## src/rtl/clause_sr_sched.sv

```systemverilog
// Arbitrates one clause shift register between a serial loader (write) and a
// non-destructive serial evaluator (read by rotation); owns shift-enable and sin.
`timescale 1ns/1ps
module clause_sr_sched #(
  parameter int N  = 8,
  parameter int CW = $clog2(N)
) (
  input  logic clk,
  input  logic reset_n,
  input  logic wr_req,
  input  logic wr_valid,
  input  logic wr_bit,
  output logic wr_ready,
  output logic wr_gnt,
  input  logic rd_req,
  output logic rd_gnt,
  output logic rd_valid,
  output logic rd_bit,
  output logic busy,
  output logic done,
  output logic sr_load,
  output logic sr_sin,
  input  logic sr_sout
);

  localparam logic [1:0] S_IDLE  = 2'd0;
  localparam logic [1:0] S_WRITE = 2'd1;
  localparam logic [1:0] S_READ  = 2'd2;
  localparam logic [1:0] S_DONE  = 2'd3;

  localparam logic [CW-1:0] LAST = CW'(N - 1);

  logic [1:0]    state, state_nxt;
  logic [CW-1:0] cnt;
  logic          last_rd;  // 1: read was served last, so write wins a tie
  logic          cur_rd;   // op currently being served is a read
  logic          in_wr, in_rd, step;

  assign in_wr = (state == S_WRITE);
  assign in_rd = (state == S_READ);
  assign step  = (in_wr && wr_valid) || in_rd;

  always_comb begin
    state_nxt = state;
    case (state)
      S_IDLE: begin
        if (wr_req && (!rd_req || last_rd)) state_nxt = S_WRITE;
        else if (rd_req)                    state_nxt = S_READ;
      end
      S_WRITE: if (wr_valid && cnt == LAST) state_nxt = S_DONE;
      S_READ:  if (cnt == LAST)             state_nxt = S_DONE;
      default: state_nxt = S_IDLE;
    endcase
  end

  always_ff @(posedge clk or negedge reset_n) begin
    if (!reset_n) begin
      state   <= S_IDLE;
      cnt     <= '0;
      last_rd <= 1'b1;
      cur_rd  <= 1'b0;
    end else begin
      state <= state_nxt;
      if (state_nxt == S_DONE) cnt <= '0;
      else if (step)           cnt <= cnt + CW'(1);
      if (state == S_IDLE)     cur_rd  <= (state_nxt == S_READ);
      if (state == S_DONE)     last_rd <= cur_rd;
    end
  end

  // Grants and busy decode straight from the state register, so they rise on
  // the edge that leaves IDLE and fall on the edge that enters DONE.
  assign wr_gnt   = in_wr;
  assign rd_gnt   = in_rd;
  assign busy     = in_wr | in_rd;
  assign done     = (state == S_DONE);
  assign wr_ready = in_wr;
  assign sr_load  = step;
  assign sr_sin   = in_wr ? wr_bit : (in_rd ? sr_sout : 1'b0);
  assign rd_valid = in_rd;
  assign rd_bit   = in_rd & sr_sout;

endmodule

```

## config.mk

```make
export PLATFORM = sky130hd
export DESIGN_NAME = clause_sr_sched
export DESIGN_NICKNAME = d
export VERILOG_FILES = /design/src/rtl/clause_sr_sched.sv
export SDC_FILE = /design/constraint.sdc
export NUM_CORES = 1
export LEC_CHECK = 0
export ABC_CLOCK_PERIOD_IN_PS = 1300
export BUFFER_PORTS_ARGS = -buffer_cell sky130_fd_sc_hd__buf_2
export CORE_AREA = 4 4 41 43
export CTS_BUF_LIST = sky130_fd_sc_hd__clkbuf_8
export DETAILED_ROUTE_END_ITERATION = 12
export DIE_AREA = 0 0 45 47
export GPL_ROUTABILITY_DRIVEN = 1
export PLACE_DENSITY = 0.7
export SETUP_SLACK_MARGIN = 0.2
export SLEW_MARGIN = 20
export SYNTH_ARGS = -nofsm -noshare
export SYNTH_HDL_FRONTEND = slang
export SYNTH_SLANG_ARGS = --single-unit
```

## constraint.sdc

```tcl
create_clock -name clk -period 1.3 [get_ports clk]
set_input_delay 0.26 -clock clk [delete_from_list [all_inputs] [get_ports clk]]
set_output_delay 0.26 -clock clk [all_outputs]
set_load 0.1 [all_outputs]
```

# After elaboration in Yosys (flattened, before gate mapping)
# Index checks and enable logic that the tools add are counted.
# totals
reg_bits	7
latch_bits	0
ramBits	0
romBits	0
input_bits	7
out_inout_bits	9
wordCells	30
memories	0
# op_classes
n_addsub	1
multipliers	0
n_div	0
order_cmp	0
n_eq_ne	6
n_shift	0
muxes	9
n_bitwise	2
reduce_logical	8
# op_table
operator	n
== test 2 bit (second input constant)	4
2-to-1 mux 2 bit	4
2-to-1 mux 3 bit	2
one-hot mux 2 bit (3 select lines)	1
adder 3 x 1 -> 3 bit (second input constant)	1
== test 3 bit (second input constant)	1
logical AND 1 bit	3
== test 2 x 1 -> 1 bit (second input constant)	1
zero test 2 bit	1
logical OR 1 bit	2
2-to-1 mux 1 bit	2
nonzero test 2 bit	1
bitwise AND 1 bit	1
zero test 1 bit	1
OR 1 bit	1

# Longest topological paths before layout
# Gate-level depths: netlist of run 1.
# depth
ltp_word	7
depth_mapped	6
mapped_depth_nobuf	6

# Worst setup path after synthesis of run 1
# OpenSTA, ideal clock, no wires.
# synth_timing
path_kind	reg-to-output
start	register state[0]
end	output port sr_sin
t_arrival_ns	2.944
t_required_ns	1.040
path_slack_ns	-1.904
stages_incl_launch_ff	5
n_path_buf	0
path_cell_list	dfrtp_1 inv_1 ha_1 and2_1 mux2_2
# synth_via
elab_chain_cells	3
elab_cells_between_ends	4
classes_between	eq/ne (2); mux (2)
# synth_rtl
item	line	source
start: declaration	33	logic [1:0] state, state_nxt;
start signal: assignment	63	state <= state_nxt;
== test 2 bit	40	assign in_rd = (state == S_READ);
via rd_gnt	16	output logic rd_gnt,
2-to-1 mux 1 bit (2 in series)	79	assign sr_sin = in_wr ? wr_bit : (in_rd ? sr_sout : 1'b0);
end: declaration	22	output logic sr_sin,
# The timed path passes the listed nets, and every way through them passes these cells.

# Worst setup path after layout of run 1
# layout_timing
start	register state[0]
end	output port sr_sin
# layout_via
elab_chain_cells	3
elab_cells_between_ends	4
classes_between	eq/ne (2); mux (2)
# layout_rtl
item	line
== test 2 bit	40
2-to-1 mux 1 bit	79
2-to-1 mux 1 bit *	79
# Every way passes the cells marked *; elsewhere a longest branch is shown, timed or not.

==> results of run 1 <==
==> sequential cells by signal, summed over array words and instances (netlist names) <==
signal / cells
cur_rd: 1
cnt: 3
state: 2
last_rd: 1
==> cell usage in the layout, fill, tap and decap left out, types with 3 or more instances in the layout <==
| cell type | netlist | final |
|---|---|---|
| buf_12 | 0 | 10 |
| buf_2 | 0 | 6 |
| buf_4 | 2 | 10 |
| buf_6 | 0 | 12 |
| clkbuf_8 | 0 | 3 |
| dfrtp_1 | 6 | 4 |
| ha_4 | 0 | 5 |
| inv_1 | 5 | 3 |
==> cells by family (layout without fill, tap and decap cells) <==
logic type,after synthesis,count (layout)
AOI/OAI and AO/OA,11,11
buffers and inverters,7,49
DFF,7,7
xor gates and xnor gates,1,1
and+or+nand+nor,7,7
adders and majority gates,8,8
muxes,4,4
==> critical path, cell delays in order, from the launching register on <==
cell	delay, ns
dfrtp_2	0.40
inv_2	0.07
ha_4	0.16
and2_4	0.14
mux2_4	0.28
buf_12	0.17
==> area by class of cell <==
type / count / area [µm²]
flip-flops and latches: 7 / 179
clock inverters: 1 / 3.75
inverters: 5 / 22.5
well taps: 15 / 18.8
multi-input cells: 31 / 442
clock buffers: 3 / 41.3
repair buffers: 40 / 465
fillers: 59 / 129
==> metrics by stage <==
step | setup WS (ns) | setup TNS, ns
finish | -0.408 | -4.94
global placement | -0.278 | -1.82
detailed placement | -0.322 | -2.15
CTS | -0.403 | -3.40
floorplan | -0.669 | -5.11
global route | -0.452 | -5.68
==> metal layers <==
layer  share of wire (%)  GRT usage [%]  up-vias
met5                   0              0        -
met4                 2.4           9.94        0
met3                 3.0           6.13        8
met2                  55           37.3       12
met1                  39           20.1      259
li1                    -              -      239
==> worst max path at each step <==
stage / depth (start not counted) / slack, ns / startpoint / to
global route: 6 / -0.45 / state[1] / sr_load
CTS: 6 / -0.40 / state[1] / sr_load
detailed placement: 5 / -0.32 / state[0] / sr_sin
global placement: 5 / -0.28 / state[0] / sr_sin
finish: 5 / -0.41 / state[0] / sr_sin
floorplan: 4 / -0.67 / state[1] / sr_load
==> what timing repair did <==
item | in CTS | in global routing
buffers inserted | 7 | 7
pin swaps | 9 | 9
endpoints found under the hold margin | 6 | 0
hold buffers | 1 | 0
setup endpoints to repair | 16 | 16
gates resized for setup | 27 | 14
==> flow_metrics.env, run 1 <==
export IMPL_numCtsBuffers=3
export IMPL_synth_area_um2=490
export IMPL_core_um2=1300
export IMPL_hold_viol=0
export IMPL_rsz0062_at_grt="true"
export IMPL_synth_top_family_by_area="adder cells"
export IMPL_gp_congestion=0.794
export IMPL_synth_compound_area_share_pct=16.1
export IMPL_design_area_um2=1170
export IMPL_dp_hpwl_um=954
export IMPL_worst_pin_slew_ns=0.282
export IMPL_wl_um=2050
export IMPL_io_pins=16
export IMPL_row_count=13
export IMPL_yosys_warnings=0
export IMPL_start_util_pct=37.7
export IMPL_synth_top_area_cell="dfrtp_1"
export IMPL_r2r_slack_ns=-0.37
export IMPL_crit_required_ns=1.04
export IMPL_synth_top_area_share_pct=30.6
export IMPL_synth_xor_area_share_pct=1.79
export IMPL_setup_slack_ns=-0.408
export IMPL_wl_per_cell_um=20.1
export IMPL_drc=0
export IMPL_place_area_um2=800
export IMPL_synth_most_common_cell="ha_1"
export IMPL_synth_seq_area_share_pct=36.0
export IMPL_grt_overflow=0
export IMPL_clk_root_buffer_cell="clkbuf_8"
export IMPL_die_y_um=47
export IMPL_synth_ff_type="dfrtp_1"
export IMPL_postSynthAreaPerCell_um2=10.9
export IMPL_dieArea_um2=2120
export IMPL_dr_pass1_iters=2
export IMPL_holdWs_ns=0.424
export IMPL_grt_pass1_vias=575
export IMPL_grt_max_degree=8
export IMPL_antenna_found_initial=0
export IMPL_violations="negative setup slack"
export IMPL_drive_gt1_share_pct=80.5
export IMPL_async_reset_ff_share_pct=100
export IMPL_cp_end_kind="output port"
export IMPL_clkTransAtPathRegs_ns=0.04
export IMPL_cts_htree_levels=1
export IMPL_antennaDiodeCount=0
export IMPL_path_class="reg -> out"
export IMPL_setup_violations=16
export IMPL_cts_sinks=7
export IMPL_fp_dieW_um=45
export IMPL_finalMaxSlewViolations=0
export IMPL_status="finished, violations left"
export IMPL_reg2reg_depth=7
export IMPL_yosys_area_share_simple_pct=10.2
export IMPL_yosysUniqueCellTypes=24
export IMPL_start_kind="flip-flop"
export IMPL_timing_final_crit_period_ns=1.71
export IMPL_area_growth_pct=139
export IMPL_fin_nets=103
export IMPL_instances_no_fill=102
export IMPL_viasPerCell=5.08
export IMPL_hold_path_class="in -> async"
export IMPL_drtIter0Drc=4
export IMPL_clock_skew_ns=0.00360
export IMPL_detailroute_via_count=518
export IMPL_grt_pass1_wl_um=2820
export IMPL_ys_top_cells_by_count="8 x ha_1, 6 x dfrtp_1, 5 x inv_1"
export IMPL_drv_cap=0
export IMPL_port_buffer_count=15
export IMPL_synth_edff_count=0
export IMPL_synth_nets=60
export IMPL_ys_ff_latch=7
export IMPL_synth_adder_area_share_pct=20.4
export IMPL_worstPathArrival_ns=1.45
export IMPL_period_share_pct=131
export IMPL_worstPathMaxFanout=3
export IMPL_timing_rr_start="state[1]"
export IMPL_drtAntennaViolNets=0
export IMPL_placed_cells=83
export IMPL_syn_inst=45
export IMPL_synth_area_top_cells="dfrtp_1 31%, ha_1 20%, dfstp_2 5.4%"
export IMPL_relSlewSlack_pct=81.2
export IMPL_clockBufferDepth=2
export IMPL_max_freq_mhz=586
export IMPL_muxShareOfSynthArea_pct=8.67
export IMPL_final_core_util_pct=90.1
export IMPL_clock_latency_ns=0.23
export IMPL_track_usage_pct=20.0
export IMPL_cts_tree="built"
export IMPL_r2r_end="cnt[2]"
Power of run 1 is left out: the tool's default activity adds up to more than one toggle a clock period on the data nets, which glitch-free logic cannot reach.
==> run 2: changes to the inputs <==
- RECOVER_POWER: default -> 25
==> run 2 against run 1 <==
Net effect: the run still ends with negative setup slack left; routed wire length about the same; register-to-register slack is essentially flat; largest cell class unchanged; non-clock buffer count stayed put; sequential cell count unchanged; first-iteration DRC count is the same; final cell count stayed put.
==> flow_metrics.env, run 2 (synthesized netlist as in run 1, its figures left out) <==
export IMPL_path_class="reg -> out"
export IMPL_drc=0
export IMPL_clockBufferDepth=2
export IMPL_design_area_um2=1170
export IMPL_cp_slowest_cell="dfrtp_2"
export IMPL_largest_reg_flops=3
export IMPL_dr_pass1_iters=2
export IMPL_worstPathMaxFanout=3
export IMPL_dieArea_um2=2120
export IMPL_critPathBufInv=2
export IMPL_max_freq_mhz=585
export IMPL_die_y_um=47
export IMPL_port_buffer_count=15
export IMPL_core_um2=1300
export IMPL_row_count=13
export IMPL_drtAntennaViolNets=0
export IMPL_nFillCells=59
export IMPL_clock_skew_ns=0.00371
export IMPL_antenna_found_initial=0
export IMPL_worstPathArrival_ns=1.45
export IMPL_wl_per_cell_um=20.1
export IMPL_crit_required_ns=1.04
export IMPL_period_share_pct=131
export IMPL_cts_sinks=7
export IMPL_clock_latency_ns=0.23
export IMPL_finalMaxSlewViolations=0
export IMPL_grt_pass1_vias=575
export IMPL_fp_dieW_um=45
export IMPL_io_pins=16
export IMPL_hold_path_class="in -> async"
export IMPL_grt_pass1_wl_um=2820
export IMPL_start_util_pct=37.7
export IMPL_clkTransAtPathRegs_ns=0.04
export IMPL_violations="negative setup slack"
export IMPL_cts_htree_levels=1
export IMPL_setup_violations=16
export IMPL_top_register="cnt"
export IMPL_worstPathCellList="inv_2 -> ha_4 -> and2_4 -> mux2_4 -> buf_12"
export IMPL_crit_cells=5
export IMPL_grt_max_degree=8
export IMPL_final_cell_mix="12 x buf_6, 10 x buf_12, 10 x buf_4"
export IMPL_place_area_um2=800
export IMPL_status="finished, violations left"
export IMPL_clk_root_buffer_cell="clkbuf_8"
export IMPL_mostFrequentLayoutCell="buf_6"
export IMPL_critical_path_top_delay_family="flip-flops"
export IMPL_biggestRegsByFlops="cnt: 3 flops, state: 2 flops"
export IMPL_relSlewSlack_pct=74.8
export IMPL_cp_end_kind="output port"
export IMPL_drtIter0Drc=4
export IMPL_grt_overflow=0
export IMPL_gp_congestion=0.794
export IMPL_viasPerCell=5.12
export IMPL_drive_gt1_share_pct=79.3
export IMPL_final_core_util_pct=90.0
export IMPL_fin_nets=103
export IMPL_hold_viol=0
export IMPL_dp_hpwl_um=954
export IMPL_track_usage_pct=20.0
export IMPL_area_growth_pct=139
export IMPL_drv_cap=0
export IMPL_cts_tree="built"
export IMPL_detailroute_via_count=522
export IMPL_numCtsBuffers=3
export IMPL_timing_final_crit_period_ns=1.71
export IMPL_worst_pin_slew_ns=0.377
export IMPL_reg2reg_depth=7
export IMPL_max_stage_delay_ns=0.40
export IMPL_start_kind="flip-flop"
export IMPL_rsz0062_at_grt="true"
export IMPL_antennaDiodeCount=0
export IMPL_setup_slack_ns=-0.408
export IMPL_wl_um=2050
run 2: worst paths after layout:
path	from	endpoint	slack (ns)
hold reg to reg	cur_rd	last_rd	0.54
setup / recovery	state[0]	sr_sin	-0.41
max in group asynchronous	reset_n	last_rd	0.50
setup reg to reg	state[1]	cnt[2]	-0.37
hold / removal	reset_n	cnt[1]	0.49
min in group clk	wr_valid	state[1]	0.52
run 2: layout make-up:
class	count	area [µm²]	share of cell area, %
multi-input combinational	31	442	37.7
timing repair buffer	40	464	39.6
tap	15	18.8	1.60
inverter	5	22.5	1.92
sequential	7	179	15.3
clock inverter	1	3.75	0.321
clock buffer	3	41.3	3.53
run 2: stage by stage:
stage / setup slack (ns) / TNS (ns) / std cells / hold WS (ns)
4_1_cts: -0.403 / -3.40 / 95 / 0.400
3_3_place_gp: -0.278 / -1.82 / 83 / 0.0980
6_report: -0.408 / -4.95 / 102 / 0.486
3_5_place_dp: -0.322 / -2.15 / 83 / 0.103
2_1_floorplan: -0.669 / -5.11 / 45 / -0.0356
5_1_grt: -0.452 / -5.68 / 102 / 0.511
run 2: timing repair:
item                                    CTS  global route
resized for setup                        27            14
pin swaps                                 9             9
endpoints found under the setup margin   16            16
hold endpoints to repair                  6             0
buffers inserted                          7             7
hold buffers                              1             0
run 2: routing by layer:
layer / share of wire, % / track usage (%) / vias up
met4: 2.3 / 9.94 / 0
met3: 3.0 / 6.13 / 8
li1: - / - / 239
met2: 55 / 37.3 / 12
met1: 39 / 20.1 / 263
met5: 0 / 0 / -
Power of run 2 is left out for the same reason.
==> run 3: changes to the inputs <==
- ABC_AREA: default -> 1
- CORE_AREA: 4 4 41 43 -> default
- CORE_MARGIN: default -> 4
- CORE_UTILIZATION: default -> 40
- DIE_AREA: 0 0 45 47 -> default
- PLACE_DENSITY: 0.7 -> 0.64
==> run 3 against run 2 <==
Net effect: the run still ends with negative setup slack left; highest routed layer unchanged; synthesized cell count rose by 62%; non-clock buffer count down 2; critical path depth is 6 higher; core utilization increased by 3.6 points; first-iteration DRC count rose to 3.8 times the previous value; worst setup slack improved by 0.062 ns; count of clock-buffer cells in the layout unchanged.
==> flow_metrics.env, run 3 <==
export IMPL_largest_reg_flops=3
export IMPL_drc=0
export IMPL_yosys_warnings=0
export IMPL_synth_area_um2=536
export IMPL_synth_most_common_cell="nand2_1"
export IMPL_dp_hpwl_um=1030
export IMPL_reg2reg_depth=11
export IMPL_r2r_slack_ns=-0.35
export IMPL_biggestRegsByFlops="cnt: 3 flops, state: 2 flops"
export IMPL_worstPathMaxFanout=3
export IMPL_detailroute_via_count=654
export IMPL_status="finished, violations left"
export IMPL_violations="negative setup slack"
export IMPL_worstPathArrival_ns=1.79
export IMPL_fp_dieW_um=44.6
export IMPL_clockBufferDepth=2
export IMPL_die_y_um=44.6
export IMPL_top_register="cnt"
export IMPL_ys_ff_latch=7
export IMPL_crit_required_ns=1.45
export IMPL_seq_area_um2=179
export IMPL_finalMaxSlewViolations=0
export IMPL_grt_overflow=0
export IMPL_drv_cap=0
export IMPL_drtIter0Drc=15
export IMPL_start_kind="flip-flop"
export IMPL_rsz0062_at_grt="true"
export IMPL_synth_top_family_by_area="simple AND/OR/NAND/NOR gates"
export IMPL_dr_pass1_iters=4
export IMPL_final_cell_mix="19 x buf_4, 13 x nand2_1, 11 x inv_1"
export IMPL_placed_cells=109
export IMPL_postSynthAreaPerCell_um2=7.34
export IMPL_synth_nets=88
export IMPL_async_reset_ff_share_pct=100
export IMPL_synth_ff_type="dfrtp_1"
export IMPL_antennaDiodeCount=0
export IMPL_nFillCells=40
export IMPL_endpoint="cnt[0]"
export IMPL_drtAntennaViolNets=0
export IMPL_instances_no_fill=127
export IMPL_timing_rr_start="state[0]"
export IMPL_max_freq_mhz=607
export IMPL_gp_congestion=0.775
export IMPL_synth_xor_area_share_pct=1.64
export IMPL_cts_tree="built"
export IMPL_synth_adder_area_share_pct=18.7
export IMPL_grt_pass1_vias=639
export IMPL_clock_skew_ns=0.00120
export IMPL_worst_pin_slew_ns=0.365
export IMPL_relSlewSlack_pct=75.7
export IMPL_wl_per_cell_um=19.3
export IMPL_wl_um=2450
export IMPL_synth_area_top_cells="dfrtp_1 28%, ha_1 19%, nand2_1 13%"
export IMPL_clk_root_buffer_cell="clkbuf_8"
export IMPL_synth_top_area_share_pct=28.0
export IMPL_yosysUniqueCellTypes=14
export IMPL_viasPerCell=5.15
export IMPL_setup_violations=15
export IMPL_area_growth_pct=107
export IMPL_setup_slack_ns=-0.346
export IMPL_port_buffer_count=15
export IMPL_cp_end_kind="flip-flop"
export IMPL_antenna_found_initial=0
export IMPL_r2r_end="cnt[0]"
export IMPL_fin_nets=129
export IMPL_hold_viol=0
export IMPL_numCtsBuffers=3
export IMPL_setup_tns_ns=-3.88
export IMPL_clkTransAtPathRegs_ns=0.04
export IMPL_final_core_util_pct=93.6
export IMPL_io_pins=16
export IMPL_dieArea_um2=1990
export IMPL_clock_latency_ns=0.23
export IMPL_start_util_pct=45.1
export IMPL_period_share_pct=127
export IMPL_syn_inst=73
export IMPL_grt_pass1_wl_um=2900
export IMPL_grt_max_degree=8
export IMPL_path_class="reg -> reg"
export IMPL_row_count=12
export IMPL_timing_final_crit_period_ns=1.65
export IMPL_hold_path_class="in -> async"
export IMPL_cts_sinks=7
export IMPL_cts_htree_levels=1
export IMPL_track_usage_pct=20.8
export IMPL_muxShareOfSynthArea_pct=0
export IMPL_synth_compound_area_share_pct=4.21
export IMPL_synth_seq_area_share_pct=32.9
export IMPL_pre_cts_ws_ns=-0.194
export IMPL_yosys_area_share_simple_pct=27.8
export IMPL_synth_edff_count=0
export IMPL_synth_top_area_cell="dfrtp_1"
export IMPL_ys_top_cells_by_count="18 x nand2_1, 17 x inv_1, 8 x ha_1, 8 x nor2_1, 6 x dfrtp_1"
export IMPL_multi_input_area_um2=403
export IMPL_drive_gt1_share_pct=61.9
export IMPL_core_um2=1190
export IMPL_mostFrequentLayoutCell="buf_4"
export IMPL_critPathLaunch="state[0]"
## run 3: cell types whose count changed after synthesis, sizes merged, moves of 2 or more
| cell | change |
|---|---|
| nand2b | -2 |
| nand2 | +20 |
| nand3 | +3 |
| o21ai | +2 |
| mux2 | -2 |
| inv | +12 |
| a21oi | -5 |
| nor2 | +10 |
| mux2i | -2 |
## run 3: routing by layer
| layer | wire, µm | track usage (%) | up-vias |
|---|---|---|---|
| met4 | 201 | 9.64 | 0 |
| met3 | 137 | 2.44 | 16 |
| li1 | - | - | 292 |
| met5 | 0 | 0 | - |
| met2 | 1270 | 42.7 | 40 |
| met1 | 840 | 19.4 | 306 |
## run 3: worst min-delay path by stage
stage	endpoint	slack, ns	cells past startpoint
after floorplan	cnt[0]	-0.04	0
after global placement	cnt[1]	0.1	1
after detailed placement	cnt[1]	0.1	1
after CTS	cur_rd	0.39	2
after global routing	cnt[2]	0.50	2
final	cur_rd	0.46	2
## run 3: cell type report
cell class	count	area share (%)
tap	14	1.58
sequential	7	16.1
inverter	17	6.31
clock buffer	3	3.72
clock inverter	1	0.338
timing repair buffer	38	35.6
multi-input combinational	47	36.3
## run 3: cells by family (layout without fill, tap and decap cells)
logic type | after synthesis | in the layout
simple gates | 34 | 34
buf+inv | 19 | 59
fa+ha+maj | 8 | 8
flops | 7 | 7
compound gates | 4 | 4
xor+xnor | 1 | 1
## run 3: metrics by stage
stage | hold WS [ns] | cell area, µm²
after floorplan | -0.0356 | 619
after global placement | 0.0968 | 887
after CTS | 0.393 | 1050
after detailed placement | 0.0965 | 887
final | 0.465 | 1110
after global routing | 0.497 | 1110
## run 3: critical path: stages, from the launching register on
cell	delay (ns)
dfrtp_2	0.43
buf_4	0.15
buf_4	0.12
buf_4	0.13
buf_4	0.13
o21ai_2	0.10
nand2_1	0.08
inv_2	0.07
nand2_2	0.07
inv_2	0.10
nor2_4	0.05
nor2_1	0.14
## run 3: timing repair
item / in CTS / in global routing
setup buffers: 8 / 5
hold buffers: 1 / 0
resized for setup: 15 / 9
setup endpoints to repair: 16 / 16
pin swaps: 4 / 11
hold endpoints to repair: 6 / 0
Power of run 3 is left out for the same reason.
